===== src/rtl/pipeline_stall_controller_pkg.sv =====
// Shared definitions for the pipeline stall controller: FSM encoding and widths.
package pipeline_stall_controller_pkg;

  typedef enum logic [1:0] {
    STALL_RUN      = 2'd0,
    STALL_MEM_WAIT = 2'd1,
    STALL_FLUSH    = 2'd2
  } stall_state_t;

  localparam int DEFAULT_CNT_WIDTH = 16;
  localparam int MEM_TIMEOUT_W     = 8;
  localparam int FLUSH_REM_W       = 3;

endpackage


===== src/rtl/pipeline_stall_controller_if.sv =====
// Hazard-side requests into the stall controller and the pipeline-register controls it returns.
interface pipeline_stall_controller_if;

  logic hazard_detected;
  logic branch_taken;
  logic mem_busy;
  logic freeze_PC;
  logic freeze_IF_ID;
  logic bubble_ID_EXE;
  logic freeze_EXE_MEM;
  logic bubble_MEM_WB;
  logic flush_IF_ID;

  modport master (
    output hazard_detected, branch_taken, mem_busy,
    input  freeze_PC, freeze_IF_ID, bubble_ID_EXE, freeze_EXE_MEM, bubble_MEM_WB, flush_IF_ID
  );

  modport slave (
    input  hazard_detected, branch_taken, mem_busy,
    output freeze_PC, freeze_IF_ID, bubble_ID_EXE, freeze_EXE_MEM, bubble_MEM_WB, flush_IF_ID
  );

endinterface


===== src/rtl/pipeline_stall_controller_sat_counter.sv =====
// Saturating up-counter used for the performance counters; sticks at all-ones.
module sat_counter #(
  parameter int WIDTH = 16
) (
  input  logic             clk,
  input  logic             rst,
  input  logic             inc,
  output logic [WIDTH-1:0] count
);

  // Count one per enabled cycle, holding at the maximum instead of wrapping.
  always_ff @(posedge clk) begin
    if (rst) begin
      count <= '0;
    end else if (inc && (count != '1)) begin
      count <= count + WIDTH'(1);
    end
  end

endmodule


===== src/rtl/pipeline_stall_controller.sv =====
// Pipeline stall controller: Mealy freeze/bubble/flush generation, memory-wait FSM,
// post-branch flush window, sticky memory watchdog and saturating performance counters.
module pipeline_stall_controller
  import pipeline_stall_controller_pkg::*;
#(
  parameter int CNT_WIDTH   = DEFAULT_CNT_WIDTH,
  parameter int FLUSH_DEPTH = 1,
  parameter int MEM_TIMEOUT = 255
) (
  input  logic                        clk,
  input  logic                        rst,
  pipeline_stall_controller_if.slave  hz,
  output logic                        mem_timeout,
  output logic [1:0]                  state_out,
  output logic [CNT_WIDTH-1:0]        stall_cnt,
  output logic [CNT_WIDTH-1:0]        memwait_cnt,
  output logic [CNT_WIDTH-1:0]        flush_cnt
);

  localparam logic [MEM_TIMEOUT_W-1:0] TIMEOUT_V = MEM_TIMEOUT_W'(MEM_TIMEOUT);
  localparam logic [FLUSH_REM_W-1:0]   FLUSH_REM = FLUSH_REM_W'(FLUSH_DEPTH - 1);

  stall_state_t             state_q, state_d;
  logic [MEM_TIMEOUT_W-1:0] wait_q, wait_d;
  logic [FLUSH_REM_W-1:0]   rem_q, rem_d;
  logic                     timeout_set;
  logic                     inc_stall, inc_memwait, inc_flush;
  logic                     frz_pc, frz_if_id, bub_id_exe, frz_exe_mem, bub_mem_wb, flush_if_id;

  // State register with wait/flush-window counters and the sticky watchdog flag.
  always_ff @(posedge clk) begin
    if (rst) begin
      state_q     <= STALL_RUN;
      wait_q      <= '0;
      rem_q       <= '0;
      mem_timeout <= 1'b0;
    end else begin
      state_q <= state_d;
      wait_q  <= wait_d;
      rem_q   <= rem_d;
      if (timeout_set) begin
        mem_timeout <= 1'b1;
      end
    end
  end

  // Next-state logic; the watchdog trips on the edge where the wait count reaches the limit.
  always_comb begin
    state_d     = state_q;
    wait_d      = wait_q;
    rem_d       = rem_q;
    timeout_set = 1'b0;
    case (state_q)
      STALL_RUN, STALL_MEM_WAIT: begin
        if (hz.mem_busy) begin
          state_d = STALL_MEM_WAIT;
          if (state_q == STALL_RUN) begin
            wait_d = MEM_TIMEOUT_W'(1);
          end else if (wait_q != TIMEOUT_V) begin
            wait_d = wait_q + MEM_TIMEOUT_W'(1);
          end
          timeout_set = (wait_d == TIMEOUT_V);
        end else begin
          wait_d  = '0;
          state_d = STALL_RUN;
          if (hz.branch_taken && (FLUSH_DEPTH > 1)) begin
            state_d = STALL_FLUSH;
            rem_d   = FLUSH_REM;
          end
        end
      end
      STALL_FLUSH: begin
        // A memory stall pauses the flush window without consuming it.
        if (!hz.mem_busy) begin
          rem_d = rem_q - FLUSH_REM_W'(1);
          if (rem_q <= FLUSH_REM_W'(1)) begin
            state_d = STALL_RUN;
          end
        end
      end
      default: begin
        state_d = STALL_RUN;
      end
    endcase
  end

  // Mealy control outputs and counter enables; priority mem_busy > branch_taken > hazard_detected.
  always_comb begin
    frz_pc      = 1'b0;
    frz_if_id   = 1'b0;
    bub_id_exe  = 1'b0;
    frz_exe_mem = 1'b0;
    bub_mem_wb  = 1'b0;
    flush_if_id = 1'b0;
    inc_stall   = 1'b0;
    inc_memwait = 1'b0;
    inc_flush   = 1'b0;
    case (state_q)
      STALL_RUN, STALL_MEM_WAIT: begin
        if (hz.mem_busy) begin
          frz_pc      = 1'b1;
          frz_if_id   = 1'b1;
          frz_exe_mem = 1'b1;
          bub_mem_wb  = 1'b1;
          inc_memwait = 1'b1;
        end else if (hz.branch_taken) begin
          flush_if_id = 1'b1;
          inc_flush   = 1'b1;
        end else if (hz.hazard_detected) begin
          frz_pc      = 1'b1;
          frz_if_id   = 1'b1;
          bub_id_exe  = 1'b1;
          inc_stall   = 1'b1;
        end
      end
      STALL_FLUSH: begin
        // Hazards and repeat branches are dead instructions inside the flush window.
        if (hz.mem_busy) begin
          frz_pc      = 1'b1;
          frz_if_id   = 1'b1;
          frz_exe_mem = 1'b1;
          bub_mem_wb  = 1'b1;
        end else begin
          flush_if_id = 1'b1;
        end
      end
      default: begin
        frz_pc = 1'b0;
      end
    endcase
  end

  assign hz.freeze_PC      = frz_pc;
  assign hz.freeze_IF_ID   = frz_if_id;
  assign hz.bubble_ID_EXE  = bub_id_exe;
  assign hz.freeze_EXE_MEM = frz_exe_mem;
  assign hz.bubble_MEM_WB  = bub_mem_wb;
  assign hz.flush_IF_ID    = flush_if_id;
  assign state_out         = state_q;

  sat_counter #(.WIDTH(CNT_WIDTH)) u_stall_cnt (
    .clk(clk), .rst(rst), .inc(inc_stall), .count(stall_cnt)
  );

  sat_counter #(.WIDTH(CNT_WIDTH)) u_memwait_cnt (
    .clk(clk), .rst(rst), .inc(inc_memwait), .count(memwait_cnt)
  );

  sat_counter #(.WIDTH(CNT_WIDTH)) u_flush_cnt (
    .clk(clk), .rst(rst), .inc(inc_flush), .count(flush_cnt)
  );

endmodule

===== src/flat_wrapper.sv =====
// flat-port wrapper written by rule: the top's interface ports become plain ports
module pipeline_stall_controller_flat import pipeline_stall_controller_pkg::*;
#(
  parameter int CNT_WIDTH   = DEFAULT_CNT_WIDTH,
  parameter int FLUSH_DEPTH = 1,
  parameter int MEM_TIMEOUT = 255
)
  (clk, rst, mem_timeout, state_out, stall_cnt, memwait_cnt, flush_cnt, hz_hazard_detected, hz_branch_taken, hz_mem_busy, hz_freeze_PC, hz_freeze_IF_ID, hz_bubble_ID_EXE, hz_freeze_EXE_MEM, hz_bubble_MEM_WB, hz_flush_IF_ID);
  pipeline_stall_controller_if hz_i ();
  input  logic clk;
  input  logic rst;
  output logic mem_timeout;
  output logic [1:0] state_out;
  output logic [CNT_WIDTH-1:0] stall_cnt;
  output logic [CNT_WIDTH-1:0] memwait_cnt;
  output logic [CNT_WIDTH-1:0] flush_cnt;
  input wire logic [$bits(hz_i.hazard_detected)-1:0] hz_hazard_detected;
  input wire logic [$bits(hz_i.branch_taken)-1:0] hz_branch_taken;
  input wire logic [$bits(hz_i.mem_busy)-1:0] hz_mem_busy;
  output wire logic [$bits(hz_i.freeze_PC)-1:0] hz_freeze_PC;
  output wire logic [$bits(hz_i.freeze_IF_ID)-1:0] hz_freeze_IF_ID;
  output wire logic [$bits(hz_i.bubble_ID_EXE)-1:0] hz_bubble_ID_EXE;
  output wire logic [$bits(hz_i.freeze_EXE_MEM)-1:0] hz_freeze_EXE_MEM;
  output wire logic [$bits(hz_i.bubble_MEM_WB)-1:0] hz_bubble_MEM_WB;
  output wire logic [$bits(hz_i.flush_IF_ID)-1:0] hz_flush_IF_ID;
  assign hz_i.hazard_detected = hz_hazard_detected;
  assign hz_i.branch_taken = hz_branch_taken;
  assign hz_i.mem_busy = hz_mem_busy;
  assign hz_freeze_PC = hz_i.freeze_PC;
  assign hz_freeze_IF_ID = hz_i.freeze_IF_ID;
  assign hz_bubble_ID_EXE = hz_i.bubble_ID_EXE;
  assign hz_freeze_EXE_MEM = hz_i.freeze_EXE_MEM;
  assign hz_bubble_MEM_WB = hz_i.bubble_MEM_WB;
  assign hz_flush_IF_ID = hz_i.flush_IF_ID;
  pipeline_stall_controller #(.CNT_WIDTH(CNT_WIDTH), .FLUSH_DEPTH(FLUSH_DEPTH), .MEM_TIMEOUT(MEM_TIMEOUT)) u_core (.clk(clk), .rst(rst), .hz(hz_i), .mem_timeout(mem_timeout), .state_out(state_out), .stall_cnt(stall_cnt), .memwait_cnt(memwait_cnt), .flush_cnt(flush_cnt));
endmodule

===== config.mk =====
export PLATFORM = sky130hd
export DESIGN_NAME = pipeline_stall_controller_flat
export DESIGN_NICKNAME = d
export VERILOG_FILES = /design/src/rtl/pipeline_stall_controller_pkg.sv /design/src/rtl/pipeline_stall_controller_if.sv /design/src/rtl/pipeline_stall_controller_sat_counter.sv /design/src/rtl/pipeline_stall_controller.sv /design/src/flat_wrapper.sv
export SDC_FILE = /design/constraint.sdc
export NUM_CORES = 1
export LEC_CHECK = 0
export CAP_MARGIN = 30
export CORE_MARGIN = 1
export CORE_UTILIZATION = 58
export CTS_BUF_LIST = sky130_fd_sc_hd__clkbuf_8
export CTS_CLUSTER_SIZE = 30
export DETAILED_ROUTE_END_ITERATION = 6
export GPL_TIMING_DRIVEN = 1
export PLACE_DENSITY = 0.88
export SLEW_MARGIN = 30
export SYNTH_ARGS = -nofsm -noshare
export SYNTH_HDL_FRONTEND = slang
export SYNTH_SLANG_ARGS = --single-unit

===== constraint.sdc =====
create_clock -name clk -period 5.3 [get_ports clk]
set_input_delay 1.06 -clock clk [delete_from_list [all_inputs] [get_ports clk]]
set_output_delay 1.06 -clock clk [all_outputs]
set_load 0.05 [all_outputs]

==> run_results.csv <==
group,metric,value,unit
power_and_ir_drop,ir_worst_vdd,150.3,µV
detailed_routing,antenna_left,0,
clock_tree,post-cts-setup-buffer-count,0,
floorplanning,die_y,75.06,µm
floorplanning,dieArea,5633,µm²
synth,synth_seq_cells,58,
detailed_routing,routedWlPerCell,15.47,µm
synth,syn-instance-count,363,
detailed_routing,route.detailed.drc,0,
synth,syn-num-nets,372,
place,dpl-instance-area,3676,µm²
sta,slew_violations,0,
synth,synth_fa_ha_area_frac,0.01617,
worst_setup_path,cp_top_family,"buffers and inverters",
place,portBuffers,60,
synth,synth_most_common_cell,"dfxtp_1",
job,cap_violations,0,
place,dp.cells,472,
synth,yosys.area_share.simple,0.3286,
worst_setup_path,crit_type,"in -> out",
synth,yosys_warnings,0,
sta,worst_slew_pin_slew,0.7594,ns
detailed_routing,vias_per_cell,6.281,
synth,synth_xor_area_frac,0.008488,
worst_setup_path,slowest_delay,0.81,ns
synth,synth_top_family_by_area,"simple AND/OR/NAND/NOR gates",
floorplanning,start_util,0.6061,
power_and_ir_drop,powerDensity,225.2,nW/µm²
worst_setup_path,critPathBufInv,4,
sta,period_needed,4.152,ns
synth,syn_avg_cell_area,8.527,µm²
clock_tree,cts.clk_slew.worst_paths,0.07,ns
worst_setup_path,path_common_cell,"clkdlybuf4s50_1",
place,dp_hpwl,5129,µm
floorplanning,rows,26,
grt,grt_pass1_wl,11920,µm
floorplanning,core_area,5107,µm²
finish,diodes,0,
clock_tree,numCtsBuffers,9,
clock_tree,cts_tree,"done",
detailed_routing,vias,3065,
synth,ys_async_sr_fraction,0,
synth,synthMuxAreaShare,0.04891,
grt,grt_overflow,0,
synth,synth-edff-count,0,
sta,rsz0062_at_grt,"false",
clock_tree,cts_hold_buf,0,
clock_tree,cts_htree_levels,3,
sta,setup-tns-final,0,ns
power_and_ir_drop,report.power.total,866.5,µW
grt,grt_util_all_layers,0.2784,
finish,nFillCells,401,
worst_setup_path,critPathSlowestCell,"clkdlybuf4s50_1",
finish,syn_to_final_growth,24.29,%
floorplanning,die-width,75.06,µm
worst_hold_path,hold_path.class,"reg -> reg",
sta,finalSetupViolCount,0,
power_and_ir_drop,p_leak,0.001279,µW
floorplanning,io-pin-count,62,
worst_setup_path,worstPathMaxFanout,15,
synth,synth.distinct_cells,59,
grt,first_global_vias,2607,
run_status,run_status,"completed",
synth,synthTopCellsByCount,"dfxtp_1, a21oi_1, nand2_1, nor2_1, nand3_1",
synth,synth.cell_area,3095,µm²
synth,synthFlopType,"dfxtp_1",
sta,whs,0.4834,ns
worst_setup_path,cp.arrival,3.09,ns
clock_tree,cts-resized-gates,0,
detailed_routing,drt_wl_total,7547,µm
finish,final_cell_area,3847,µm²
clock_tree,cts_sinks,58,
synth,synth_compound_area_frac,0.1722,
grt,grt_max_degree,55,
worst_setup_path,crit_required,4.24,ns
sta,period_share,0.7835,
synth,synth_seq_area_share,0.3751,
clock_tree,cts-root-buf,"clkbuf_8",
sta,skew,0.007290,ns
sta,hold_viol_final,0,
grt,antenna_found_initial,0,
place,gp_congestion,0.8456,
detailed_routing,first_iter_violations,244,
synth,synth_top_area_frac,0.3751,
finish,fin_cells,488,
detailed_routing,drt_pre_antenna_iters,5,
finish,fin_nets,422,
synth,synth_area_leaders,"dfxtp_1, a21oi_1, nand2_1",
worst_setup_path,path_cells,"clkdlybuf4s50_1 > buf_4 > or3b_1 > clkinv_4 > clkdlybuf4s50_1",
sta,fmaxAchievable,0.2408,GHz
worst_setup_path,start_kind,"primary input",
clock_tree,cts_buffer_depth,2,
clock_tree,clkLatencyLatePin,0.34,ns
worst_setup_path,end_kind,"output pin",
sta,relSlewSlack,0.4891,
synth,yosys.area.top_type,"dfxtp_1",
finish,layout-drive-gt1-share,0.06938,
[layout by cell type, fill, tap and decap left out, types with 3 or more instances in the layout]
cell type	instances
or3_1	7
clkbuf_8	10
nor2_1	23
or4b_1	3
inv_1	8
nand2_1	26
mux2_2	5
ha_1	4
clkinv_2	3
or4_1	11
nor2b_1	11
and4_1	9
a41oi_1	3
and3_1	7
nand4_1	14
clkdlybuf4s50_1	59
o21ai_0	12
o41ai_1	6
nor4_1	10
nand3_1	17
nor3_1	14
a31oi_1	7
a21oi_1	26
mux2_1	4
nand3b_1	5
dfxtp_1	58
mux2i_1	5
o31ai_1	9
[registers in the layout (all words and copies together) (netlist names)]
signal                      flops
u_core.u_stall_cnt.count       16
u_core.wait_q                   8
u_core.u_memwait_cnt.count     16
u_core.mem_timeout              1
u_core.state_out                1
u_core.u_flush_cnt.count       16
[power by group]
group	total, µW	internal (µW)	switching (µW)
Clock	357	178	179
Sequential	445	440	5.44
Combinational	64.6	21.2	43.4
[stage by stage]
stage / setup slack, ns / util
6_report: 1.148 / 0.7533
5_1_grt: 1.064 / 0.7533
4_1_cts: 1.140 / 0.7533
3_5_place_dp: 1.139 / 0.7197
3_3_place_gp: 1.168 / 0.7197
2_1_floorplan: 2.278 / -
[area by class of cell]
class / instances / area (µm²) / area share
Clock buffer: 10 / 137.6 / 0.03577
Inverter: 8 / 35.03 / 0.009106
Tap cell: 70 / 87.58 / 0.02276
Multi-Input combinational cell: 274 / 1782 / 0.4631
Sequential cell: 58 / 1161 / 0.3018
Timing Repair Buffer: 62 / 610.6 / 0.1587
Clock inverter: 6 / 33.78 / 0.008780
[worst paths after layout]
check                                            startpoint                           to  slack (ns)  depth (start not counted)
worst min-delay path                     u_core.mem_timeout           u_core.mem_timeout        0.48                          1
worst min register to register           u_core.mem_timeout           u_core.mem_timeout        0.48                          1
worst max register to register  u_core.u_stall_cnt.count[0]  u_core.u_stall_cnt.count[7]        2.97                          5
worst max-delay path                            hz_mem_busy             hz_bubble_ID_EXE        1.15                          5
[cell families (layout without fill, tap and decap cells)]
kind of cell    Yosys count  in the layout
flops                    58             58
simple gates            171            171
mux                      14             14
xor+xnor                  3              3
fa+ha+maj                 4              4
compound gates           81             81
buf+inv                  31             86
other cells               1              1
[layer usage]
layer,part of all wire,GRT usage
met1,0.43,0.3501
met2,0.49,0.4484
met3,0.064,0.07497
met4,0.019,0.1216
met5,0,0
Power figures use the tool's default switching activity.
